$ cat src/rtl/bus_gnrtr_n_arbiter.sv
// Shared-bus generator with a round-robin arbiter per bus.
// Each bus takes one packet at a time from the pending source FIFOs and
// delivers it to the terminal named by the packet's top byte. A broadcast ID
// sends it to every terminal except the source.
module bus_gnrtr_n_arbiter #(
    parameter int          bits      = 1,
    parameter int          drvrs     = 4,
    parameter int          pckg_sz   = 16,
    parameter logic [7:0]  broadcast = 8'hFF
) (
    input  logic                                        clk,
    input  logic                                        reset,
    input  logic [bits-1:0][drvrs-1:0]                  pndng,
    input  logic [bits-1:0][drvrs-1:0][pckg_sz-1:0]     D_pop,
    output logic [bits-1:0][drvrs-1:0]                  pop,
    output logic [bits-1:0][drvrs-1:0]                  push,
    output logic [bits-1:0][drvrs-1:0][pckg_sz-1:0]     D_push
);

    localparam int PW = (drvrs > 1) ? $clog2(drvrs) : 1;

    typedef enum logic [1:0] {
        ST_ARB  = 2'd0,
        ST_POP  = 2'd1,
        ST_PUSH = 2'd2
    } state_t;

    // First requester at or above ptr, wrapping from drvrs-1 back to 0.
    function automatic logic [PW-1:0] rr_pick(input logic [drvrs-1:0] req,
                                              input logic [PW-1:0]    ptr);
        logic [PW-1:0] win;
        logic          found;
        logic [PW:0]   idx;
        win   = '0;
        found = 1'b0;
        for (int k = 0; k < drvrs; k++) begin
            idx = {1'b0, ptr} + (PW+1)'(k);
            if (idx >= (PW+1)'(drvrs)) begin
                idx = idx - (PW+1)'(drvrs);
            end else begin
                idx = idx;
            end
            if (!found && req[idx[PW-1:0]]) begin
                win   = idx[PW-1:0];
                found = 1'b1;
            end else begin
                win   = win;
            end
        end
        return win;
    endfunction

    for (genvar b = 0; b < bits; b++) begin : g_bus
        state_t             state_q, state_d;
        logic [PW-1:0]      ptr_q, ptr_d;
        logic [PW-1:0]      src_q, src_d;
        logic [pckg_sz-1:0] data_q, data_d;
        logic [pckg_sz-1:0] dpush_q, dpush_d;
        logic [drvrs-1:0]   pop_q, pop_d;
        logic [drvrs-1:0]   push_q, push_d;
        logic [drvrs-1:0]   uni_mask_s;
        logic [drvrs-1:0]   bcast_mask_s;
        logic [7:0]         id_s;
        logic [PW-1:0]      win_s;

        // Destination decode of the captured packet: unicast and broadcast masks.
        always_comb begin
            id_s         = data_q[pckg_sz-1 -: 8];
            uni_mask_s   = '0;
            bcast_mask_s = '0;
            for (int k = 0; k < drvrs; k++) begin
                uni_mask_s[k]   = (id_s == 8'(k));
                bcast_mask_s[k] = (PW'(k) != src_q);
            end
        end

        // Next-state and next-output computation for this bus.
        always_comb begin
            state_d = state_q;
            ptr_d   = ptr_q;
            src_d   = src_q;
            data_d  = data_q;
            dpush_d = dpush_q;
            pop_d   = '0;
            push_d  = '0;
            win_s   = rr_pick(pndng[b], ptr_q);
            case (state_q)
                ST_ARB: begin
                    if (|pndng[b]) begin
                        pop_d[win_s] = 1'b1;
                        data_d       = D_pop[b][win_s];
                        src_d        = win_s;
                        state_d      = ST_POP;
                    end else begin
                        state_d      = ST_ARB;
                    end
                end
                ST_POP: begin
                    dpush_d = data_q;
                    if (id_s == broadcast) begin
                        push_d = bcast_mask_s;
                    end else if (id_s < 8'(drvrs)) begin
                        push_d = uni_mask_s;
                    end else begin
                        push_d = '0;
                    end
                    state_d = ST_PUSH;
                end
                ST_PUSH: begin
                    if (src_q == PW'(drvrs - 1)) begin
                        ptr_d = '0;
                    end else begin
                        ptr_d = src_q + PW'(1);
                    end
                    state_d = ST_ARB;
                end
                default: begin
                    state_d = ST_ARB;
                end
            endcase
        end

        // Bus FSM state and registered strobes/data; reset drops any in-flight packet.
        always_ff @(posedge clk) begin
            if (!reset) begin
                state_q <= ST_ARB;
                ptr_q   <= '0;
                src_q   <= '0;
                data_q  <= '0;
                dpush_q <= '0;
                pop_q   <= '0;
                push_q  <= '0;
            end else begin
                state_q <= state_d;
                ptr_q   <= ptr_d;
                src_q   <= src_d;
                data_q  <= data_d;
                dpush_q <= dpush_d;
                pop_q   <= pop_d;
                push_q  <= push_d;
            end
        end

        assign pop[b]  = pop_q;
        assign push[b] = push_q;
        for (genvar k = 0; k < drvrs; k++) begin : g_dout
            assign D_push[b][k] = dpush_q;
        end
    end

endmodule

$ cat config.mk
export PLATFORM = sky130hd
export DESIGN_NAME = bus_gnrtr_n_arbiter
export DESIGN_NICKNAME = d
export VERILOG_FILES = /design/src/rtl/bus_gnrtr_n_arbiter.sv
export SDC_FILE = /design/constraint.sdc
export NUM_CORES = 1
export LEC_CHECK = 0
export ABC_AREA = 1
export CAP_MARGIN = 10
export CORE_ASPECT_RATIO = 1.4
export CORE_UTILIZATION = 45
export DETAILED_ROUTE_END_ITERATION = 6
export GPL_ROUTABILITY_DRIVEN = 0
export HOLD_SLACK_MARGIN = 0.06
export PLACE_DENSITY = 0.88
export SYNTH_ARGS = -nofsm -noshare
export SYNTH_HDL_FRONTEND = slang
export SYNTH_SLANG_ARGS = --single-unit
$ cat constraint.sdc
create_clock -name clk -period 3.15 [get_ports clk]
set_clock_uncertainty 0.15 [all_clocks]
set_input_delay 0.63 -clock clk [delete_from_list [all_inputs] [get_ports clk]]
set_output_delay 0.63 -clock clk [all_outputs]
set_load 0.02 [all_outputs]
==> metrics.txt <==
status complete, no violations; post-CTS sizing 0; Yosys warning count 0; vias after detailed routing between 3000 and 4000; Final #Nets roughly 630; Sw Pwr 776 uW; Min-Delay Path Class register to register; Slowest cell on crit path clkdlybuf4s50_1; Cell Rows 35; Post-synth ARST share 0%; register area share after synthesis slightly above 30%; I/O Pins about 140; Worst Setup Start Kind input port; clock transition at the registers of the reported paths 80 ps; Detailed Route WL 7670 um; worst reg2reg setup slack slightly below 600 ps; multiplexer area fraction after synthesis 0%; RSZ-0062 raised after global routing false; Post-Synth XOR/XNOR Area 0%; Main synth FF type dfxtp_1; Die Ht approximately 99 um; crit-path max FO 33; Area growth, synth to finish 38.3%; Sum Neg Setup Slack 0 ps; CP cell instances clkdlybuf4s50_1 > nand2_1 > nand2_1 > nand2_1 > nand2_2 > inv_2 > nand2_1 > nand3_4 > nand2_4 > nand2_1 > nand2_1 > nand2_1 > nand3_1 > nand2_1 > inv_1; number of global-route vias before repair ~2900; Port Buffer Count ~140; number of flops mapped to enable cells by yosys 0; routed length per instance roughly 12 um; Setup Crit Path Kind input port to register; Clock Sinks 46; Net Count, Synth ~540; register bit total from synthesis 46; Inst Count DP 620; worst rel slew slack ~45%; Crit. End Element register; root buf cell clkbuf_8; Final Setup Violations 0; post-synthesis simple-gate area fraction 37.2%; CP peak stage delay 500 ps; # H-tree levels 2; synthesized area per cell roughly 6.5 um2; largest family of logic cells by synthesized area simple AND/OR/NAND/NOR gates; Post-CTS Setup Repair Bufs 0; final core utilization 64.2%; hold_ws between 300 and 400 ps; Post-Syn Instances between 400 and 500; Final Hold Viols 0; PwrDens slightly below 500 nW/um2; maximum VDD drop between 200 and 250 uV; drt drc 0; initial antenna violation count 0; Slew Viols, Final 0; max-cap violation count 0; minimum clock period 2680 ps; commonest cells after routing, fill and taps aside clkdlybuf4s50_1, nand2_1, nand3_1, dfxtp_1, nor2_1; ant diodes 0; Synth top area share a little under a third; Pint roughly 1.3 mW; DR pass1 iterations 7; maximum clock rate approximately 370 MHz; die area 7110 um2; Seq pwr share 35.0%; total track usage between 20% and 30%; commonest non-fill, non-tap cell in the layout clkdlybuf4s50_1; core outline area 6570 um2; vias per cell between 5 and 6; Post-Synth Adder-Cell Area ~1.6%; # hold bufs at CTS 0; Finished Layout Cells 628; Bufs on Longest Clock Path 2; Routed Antenna Nets 0; Tcrit/Tclk final 84.9%; Comb pwr share 45.2%; WP data arrival around 2800 ps; Worst Max-Slew Pin Slew between 800 and 900 ps; initial core utilization a little under half; complex-gate fraction of the synthesized area a little under a tenth; Synth cell types 29; clock network power share ~20%; largest cells by area after synthesis dfxtp_1, nand2_1, buf_4, nand3_1, nor2_1; dpl hpwl between 5000 and 6000 um; CTS tree done; synthesized cell area ~3000 um2; first-pass GRT wire length ~13000 um; largest net degree at the start of global routing 34; fillers just under 600; Synth area leader dfxtp_1; Leak between 1.5 and 2 nW; CP most frequent cell nand2_1; WP buf/inv 3; Crit path max-delay family simple AND/OR/NAND/NOR gates; Sw Ratio 37.8%; critical path data required time 3250 ps; share of layout cells above drive strength 1 roughly 6.7%; Die Span X slightly above 70 um; GRT overflow 0; CTS buffer count 5; number of DRC markers in iteration 0 ~190; latest clock arrival within the worst-skew pair roughly 300 ps
## synthesized netlist by cell type, types with 2 or more instances
cell type  count
nand4_1        2
o21ai_2        2
clkbuf_1       8
nand2_1      125
nor4_1         2
nand2_2        7
buf_4         53
nor2_1        37
clkinv_1       2
a31oi_1        2
o21ai_0       20
nor3_1         5
dfxtp_1       46
inv_1         36
buf_6          4
nand2_4        3
ha_1           4
a21oi_1       23
inv_2          5
buf_2          4
nand3_1       70
## per-stage QoR
step	total power [mW]	area, um2	setup slack, ps
after global placement	1.62	4100	323
after global routing	2.19	4210	295
after floorplan	1.39	3050	1150
after CTS	2.05	4210	473
after detailed placement	1.65	4100	225
final	2.05	4210	474
## tightest hold or removal path, cell delays in order (launching register included)
cell     delay (ps)
dfxtp_1         340
nor2_1           50
nor2_1           80
## power groups by stage
stage / registers (mW) / logic, mW / clock network [mW]
after floorplan: 0.749 / 0.642 / 0
after global placement: 0.727 / 0.894 / 0
after detailed placement: 0.731 / 0.919 / 0
after CTS: 0.718 / 0.925 / 0.408
after global routing: 0.732 / 1.01 / 0.441
final: 0.718 / 0.926 / 0.406
## flip-flops by register name (all words and copies together), names as in the netlist
register	count
pop	4
g_bus.ptr_q	2
g_bus.data_q	16
g_bus.state_q	2
g_bus.dpush_q	16
g_bus.src_q	2
push	4
## cell families (layout without fill, tap and decap cells)
group	count (synthesis)	count (layout)
flip-flops	46	46
AND/OR/NAND/NOR	255	255
adder cells (fa/ha/maj)	4	4
buffers and inverters	113	199
AO/OA/AOI/OAI	50	50
## worst paths after layout
path,from,endpoint,cells after the start
worst max-delay path,pndng[3],g_bus[0].data_q[5]$_SDFFE_PN0P_,15
worst min-delay path,g_bus[0].data_q[1]$_SDFFE_PN0P_,g_bus[0].dpush_q[1]$_SDFFE_PN0N_,2
worst max register to register,g_bus[0].ptr_q[0]$_SDFFE_PN0N_,g_bus[0].data_q[5]$_SDFFE_PN0P_,14
worst min register to register,g_bus[0].data_q[1]$_SDFFE_PN0P_,g_bus[0].dpush_q[1]$_SDFFE_PN0N_,2
## routing by layer
metal,global-route usage [%],vias to the layer above,share of wire (%)
li1,-,1606,-
met1,24.5,1402,39
met2,38.2,158,51
met3,2.63,31,6.0
met4,13.3,0,4.3
met5,0,-,0
## cell type report
cell class | count | area, um2 | share of cell area [%]
multi-input combinational | 309 | 1460 | 34.7
clock buffer | 8 | 110 | 2.61
sequential | 46 | 921 | 21.9
inverter | 44 | 170 | 4.04
timing repair buffer | 147 | 1460 | 34.6
tap | 74 | 92.6 | 2.20
(Power assumes the default switching activity.)
